[src/rtl/cpu_pkg.sv]
// Shared CPU definitions: next-PC select encodings, fetch FSM states and the
// instruction word size.
package cpu_pkg;

  localparam logic [1:0] PCSEL_SEQ = 2'b00;
  localparam logic [1:0] PCSEL_BR  = 2'b01;
  localparam logic [1:0] PCSEL_REG = 2'b10;
  localparam logic [1:0] PCSEL_JMP = 2'b11;

  localparam logic [31:0] WORD = 32'd4;

  typedef enum logic [1:0] {
    IDLE  = 2'd0,
    FETCH = 2'd1,
    DRAIN = 2'd2
  } fetch_state_e;

  function automatic logic [31:0] word_align(input logic [31:0] a);
    return {a[31:2], 2'b00};
  endfunction

endpackage

[src/rtl/next_pc_mux.sv]
// Next-PC select: sequential increment or one of three control-flow targets,
// always delivered word aligned.
module next_pc_mux
  import cpu_pkg::*;
(
  input  logic [1:0]  i_sel,
  input  logic [31:0] i_pc,
  input  logic [31:0] i_branch,
  input  logic [31:0] i_jump,
  input  logic [31:0] i_reg,
  output logic [31:0] o_next_pc
);

  logic [31:0] w_raw;

  always_comb begin
    w_raw = i_pc + WORD;
    case (i_sel)
      PCSEL_BR:  w_raw = i_branch;
      PCSEL_JMP: w_raw = i_jump;
      PCSEL_REG: w_raw = i_reg;
      default:   w_raw = i_pc + WORD;
    endcase
  end

  assign o_next_pc = word_align(w_raw);

endmodule

[src/rtl/fetch_sequencer.sv]
// Instruction-fetch sequencer: owns the PC, runs the imem req/ack handshake,
// buffers one instruction for decode and absorbs redirects mid-fetch.
module fetch_sequencer
  import cpu_pkg::*;
#(
  parameter logic [31:0] RESET_PC = 32'h0000_0000
) (
  input  logic        clk,
  input  logic        rst_n,
  input  logic        redirect_valid,
  input  logic [1:0]  pc_sel,
  input  logic [31:0] branch_target,
  input  logic [31:0] jump_target,
  input  logic [31:0] reg_target,
  output logic        imem_req,
  output logic [31:0] imem_addr,
  input  logic        imem_ack,
  input  logic [31:0] imem_rdata,
  output logic        inst_valid,
  input  logic        inst_ready,
  output logic [31:0] inst_out,
  output logic [31:0] inst_pc,
  output logic        flush
);

  fetch_state_e r_state;
  logic [31:0]  r_pc;
  logic         r_req;
  logic [31:0]  r_addr;
  logic         r_inst_valid;
  logic [31:0]  r_inst_out;
  logic [31:0]  r_inst_pc;
  logic         r_flush;

  logic         w_take;
  logic [1:0]   w_sel;
  logic [31:0]  w_next_pc;
  logic         w_buf_free;

  assign w_take = redirect_valid && (pc_sel != PCSEL_SEQ);
  assign w_sel  = w_take ? pc_sel : PCSEL_SEQ;
  // A buffer being consumed this edge counts as free, giving 2-cycle throughput.
  assign w_buf_free = !r_inst_valid || inst_ready;

  next_pc_mux u_next_pc (
    .i_sel     (w_sel),
    .i_pc      (r_pc),
    .i_branch  (branch_target),
    .i_jump    (jump_target),
    .i_reg     (reg_target),
    .o_next_pc (w_next_pc)
  );

  always_ff @(posedge clk) begin
    if (!rst_n) begin
      r_state      <= IDLE;
      r_pc         <= RESET_PC;
      r_req        <= 1'b0;
      r_addr       <= RESET_PC;
      r_inst_valid <= 1'b0;
      r_inst_out   <= 32'h0;
      r_inst_pc    <= 32'h0;
      r_flush      <= 1'b0;
    end else begin
      r_flush <= 1'b0;
      if (r_inst_valid && inst_ready)
        r_inst_valid <= 1'b0;

      if (w_take) begin
        r_pc         <= w_next_pc;
        r_inst_valid <= 1'b0;
        r_flush      <= 1'b1;
        // An unacknowledged request must stay up; its response is dropped in DRAIN.
        if (r_req && !imem_ack) begin
          r_state <= DRAIN;
        end else begin
          r_state <= FETCH;
          r_req   <= 1'b0;
        end
      end else begin
        case (r_state)
          IDLE: r_state <= FETCH;
          FETCH: begin
            if (r_req) begin
              if (imem_ack) begin
                r_inst_out   <= imem_rdata;
                r_inst_pc    <= r_addr;
                r_inst_valid <= 1'b1;
                r_pc         <= w_next_pc;
                r_req        <= 1'b0;
              end
            end else if (w_buf_free) begin
              r_req  <= 1'b1;
              r_addr <= r_pc;
            end
          end
          DRAIN: begin
            if (imem_ack) begin
              r_req   <= 1'b0;
              r_state <= FETCH;
            end
          end
          default: r_state <= IDLE;
        endcase
      end
    end
  end

  assign imem_req   = r_req;
  assign imem_addr  = r_addr;
  assign inst_valid = r_inst_valid;
  assign inst_out   = r_inst_out;
  assign inst_pc    = r_inst_pc;
  assign flush      = r_flush;

endmodule

[config.mk]
export PLATFORM = sky130hd
export DESIGN_NAME = fetch_sequencer
export DESIGN_NICKNAME = d
export VERILOG_FILES = /design/src/rtl/cpu_pkg.sv /design/src/rtl/next_pc_mux.sv /design/src/rtl/fetch_sequencer.sv
export SDC_FILE = /design/constraint.sdc
export NUM_CORES = 1
export LEC_CHECK = 0
export CORE_MARGIN = 2
export CORE_UTILIZATION = 40
export DETAILED_ROUTE_END_ITERATION = 10
export MAX_ROUTING_LAYER = met4
export PLACE_DENSITY = 0.73
export SYNTH_ARGS = -nofsm -noshare
export SYNTH_HDL_FRONTEND = slang
export SYNTH_HIERARCHICAL = 1
export SYNTH_SLANG_ARGS = --single-unit
[constraint.sdc]
create_clock -name clk -period 2.8 [get_ports clk]
set_input_delay 0.56 -clock clk [delete_from_list [all_inputs] [get_ports clk]]
set_output_delay 0.56 -clock clk [all_outputs]
set_load 0.01 [all_outputs]
==> impl_metrics.env <==
export IMPL_detailedRoute_firstIterationViolations=243
export IMPL_initial_utilization_pct=40.5
export IMPL_dpl_cell_count=1049
export IMPL_postLayoutCoreUtil_pct=59.9
export IMPL_xor_xnor_cell_area_share_of_the_yosys_netlist_pct=3.43
export IMPL_run_status="completed"
export IMPL_grt_start_max_net_pins=65
export IMPL_antenna_found_initial=0
export IMPL_die_width_microns=130
export IMPL_ctsHtreeMaxLevel=4
export IMPL_critical_path_arrival_ns=2.91
export IMPL_first_global_vias=5132
export IMPL_core_area_sq_um=15800
export IMPL_multi_input_comb_area_sq_um=3480
export IMPL_synth_edff_count=0
export IMPL_mappedNetlistArea_sq_um=6390
export IMPL_critPathSlowestCell="nor4_4"
export IMPL_crit_path_end_kind="register"
export IMPL_report_final_slew_viol_count=0
export IMPL_cts_resized=0
export IMPL_area_delta_synth_final_pct=47.9
export IMPL_sequential_to_total_area_share_from_yosys_stat_pct=41.7
export IMPL_cts_buffers=17
export IMPL_final_routed_drc_violation_total=0
export IMPL_die_area_sq_um=17000
export IMPL_synth_adder_area_share_pct=0.196
export IMPL_reg_to_reg_critical_path_startpoint="r_pc[3]$_SDFFE_PN0P_"
export IMPL_asyncSetResetFlopFracSynth_pct=0
export IMPL_detail_route_wl_per_cell_microns=15.1
export IMPL_finalWeightedCongestion=0.827
export IMPL_detail_route_antenna_nets=0
export IMPL_storage_cell_area_sq_um=2660
export IMPL_final_common_cell="clkdlybuf4s50_1"
export IMPL_synth_top_area_share_pct=41.7
export IMPL_clock_fmax_mhz=381
export IMPL_floorplan_io_pins=234
export IMPL_critical_path_buf_inv_count=0
export IMPL_post_dp_hpwl_microns=11800
export IMPL_clock_path_buffers=2
export IMPL_hold_viol_final=0
export IMPL_yosys_mux_area_fraction_pct=31.2
export IMPL_fraction_of_final_layout_cells_sized_beyond_drive_strength_1_pct=9.38
export IMPL_yosys_most_used_dff="dfxtp_1"
export IMPL_commonest_non_fill_non_tap_cells_in_the_layout="226 x clkdlybuf4s50_1, 201 x nand2_1, 133 x dfxtp_1"
export IMPL_grt_use_total_pct=19.9
export IMPL_fin_setup_tns_ns=0
export IMPL_die_y_microns=130
export IMPL_netlist_top_cells_area="dfxtp_1 42%, mux2i_1 20%, nand2_1 12%"
export IMPL_max_slew_margin_pct=57.9
export IMPL_synthesis_instances=636
export IMPL_globalRoute_totalOverflow=0
export IMPL_unrepaired_setup_endpoints_after_global_routing="false"
export IMPL_synthDistinctLibCells=41
export IMPL_timing_critical_path_mode_cell="nand3_1"
export IMPL_viasPerCell=4.87
export IMPL_drv_cap=0
export IMPL_hold_start="inst_pc[19]$_SDFFE_PN0P_"
export IMPL_period_minus_slack_ns=2.62
export IMPL_crit_fanout=6
export IMPL_cts_clk_slew_worst_paths_ns=0.06
export IMPL_critical_path_top_delay_family="simple AND/OR/NAND/NOR gates"
export IMPL_setup_viol_count_final=0
export IMPL_layout_worst_path_cycle_share_pct=93.7
export IMPL_fp_row_count=46
export IMPL_timing_hold_worst_path_depth=2
export IMPL_dominant_combinational_cell_family_by_area_after_synthesis="multiplexers"
export IMPL_warning_count_from_the_yosys_run=6
export IMPL_first_pass_grt_wire_length_microns=25600
export IMPL_r2r_end="r_pc[24]$_SDFFE_PN0P_"
export IMPL_synthesis_area_per_instance_sq_um=10.1
export IMPL_cts_post_setup_buffers_inserted=0
export IMPL_num_antenna_cells=0
export IMPL_timing_worst_setup_path_type="reg2reg"
export IMPL_drt_pass1_iter_count=5
export IMPL_dr_total_vias=5262
export IMPL_max_slew_worst_pin_slew_ns=0.632
export IMPL_synth_simple_gate_area_share_pct=18.0
export IMPL_route_final_wire_length_microns=16300
export IMPL_clock_skew_final_ns=0.00913
export IMPL_ctsHoldBuffers=0
export IMPL_power_density_nw_per_um2=506
export IMPL_num_fill_cells=1410
export IMPL_timing_hold_worst_class="reg2reg"
export IMPL_critPathLaunchType="register"
export IMPL_seq_cells_post_synth=133
export IMPL_worst_endpoint_required_ns=3.08
export IMPL_clk_insertion_delay_late_ns=0.41
export IMPL_synth_compound_gate_area_share_pct=1.37
export IMPL_tritoncts="done"
export IMPL_timing_hold_worst_endpoint="inst_pc[19]$_SDFFE_PN0P_"
export IMPL_cts_num_sinks=133
export IMPL_ff2ff_path_depth=8
export IMPL_final_design_area_no_fill_sq_um=9450
export IMPL_vdd_ir_drop_worst_uv=382
export IMPL_critPathMaxStageDelay_ns=0.57
export IMPL_crit_path_cell_trace="ha_1 > nand3_1 > nor4_4 > nand3_1 > xnor2_1 > mux4_1 > nand2_1 > mux2i_1"
export IMPL_r2r_setup_slack_ns=0.18
export IMPL_num_nets_final=988
export IMPL_total_leakage_power_uw=0.00343
export IMPL_power_total_uw=4780
export IMPL_synthDominantAreaCellType="dfxtp_1"
export IMPL_placedInstanceArea_sq_um=8870
export IMPL_cts_root_buf="clkbuf_16"
export IMPL_finish_cell_count_without_fillers=1080
export IMPL_placement_io_buffers=227
[kinds of logic (layout without fill, tap and decap cells)]
logic type,Yosys count,after routing
AO/OA/AOI/OAI,12,12
XOR/XNOR,25,25
adder cells (fa/ha/maj),1,1
buffers and inverters,46,273
flip-flops,133,133
multiplexers,160,160
other,1,2
AND/OR/NAND/NOR,258,258
[worst max-delay path by stage]
stage,startpoint,end,depth (start not counted)
2_1_floorplan,r_pc[2]$_SDFFE_PN0P_,r_pc[30]$_SDFFE_PN0P_,8
3_3_place_gp,redirect_valid,r_pc[8]$_SDFFE_PN0P_,6
3_5_place_dp,redirect_valid,r_pc[8]$_SDFFE_PN0P_,6
4_1_cts,r_pc[3]$_SDFFE_PN0P_,r_pc[24]$_SDFFE_PN0P_,8
5_1_grt,r_pc[3]$_SDFFE_PN0P_,r_pc[24]$_SDFFE_PN0P_,8
6_report,r_pc[3]$_SDFFE_PN0P_,r_pc[24]$_SDFFE_PN0P_,8
[routing by layer]
metal	global-route usage [%]	up-vias	routed length [microns]
li1	-	2635	-
met4	6.63	0	357
met5	-	-	0
met3	4.60	26	800
met1	25.7	2459	7520
met2	31.2	142	7600
[metrics by stage]
stage | hold WS, ns | setup slack, ns
after floorplan | 0.443 | 0.589
after global placement | 0.442 | 0.0932
after detailed placement | 0.445 | 0.0778
after CTS | 0.456 | 0.183
after global routing | 0.468 | 0.0237
final | 0.454 | 0.177
[sequential cells by signal, summed over array words and instances, names as in the netlist]
| register | flops |
|---|---|
| imem_addr | 32 |
| inst_out | 32 |
| inst_pc | 32 |
| r_pc | 32 |
| r_state | 2 |
| flush | 1 |
| imem_req | 1 |
| inst_valid | 1 |
[tightest hold or removal path, cell delays in order (launching register included)]
cell and delay, ns:
dfxtp_1 0.30, nand2_1 0.05, mux2i_1 0.05
[layout make-up]
cell class | instances | area share, %
Multi-Input combinational cell | 458 | 36.8
Sequential cell | 133 | 28.2
Timing Repair Buffer | 238 | 25.9
Clock buffer | 19 | 4.79
Tap cell | 216 | 2.86
Clock inverter | 12 | 1.39
Inverter | 4 | 0.159
[synthesized netlist by cell type, types with 2 or more instances]
| cell type | count |
|---|---|
| nand2_1 | 202 |
| dfxtp_1 | 133 |
| mux2i_1 | 130 |
| mux4_2 | 26 |
| clkbuf_1 | 25 |
| xnor2_1 | 19 |
| nand3_1 | 10 |
| nand4_1 | 10 |
| buf_6 | 9 |
| nor2_1 | 8 |
| xor2_1 | 6 |
| buf_4 | 5 |
| inv_1 | 4 |
| mux4_1 | 4 |
| nor3_1 | 4 |
| and2_1 | 3 |
| and3_1 | 3 |
| buf_2 | 3 |
| nand2b_1 | 3 |
| nor4_4 | 3 |
| o21bai_1 | 3 |
| a21oi_1 | 2 |
| and4_1 | 2 |
| nor2b_1 | 2 |
[where the power goes]
| group | total [uW] | switching [uW] | internal (uW) | leakage (uW) |
|---|---|---|---|---|
| sequential | 1990 | 49.5 | 1940 | 0.00108 |
| combinational | 612 | 237 | 375 | 0.00208 |
| clock | 2170 | 823 | 1350 | 0.000277 |
| total | 4780 | 1110 | 3670 | 0.00343 |
(Power assumes the default switching activity.)
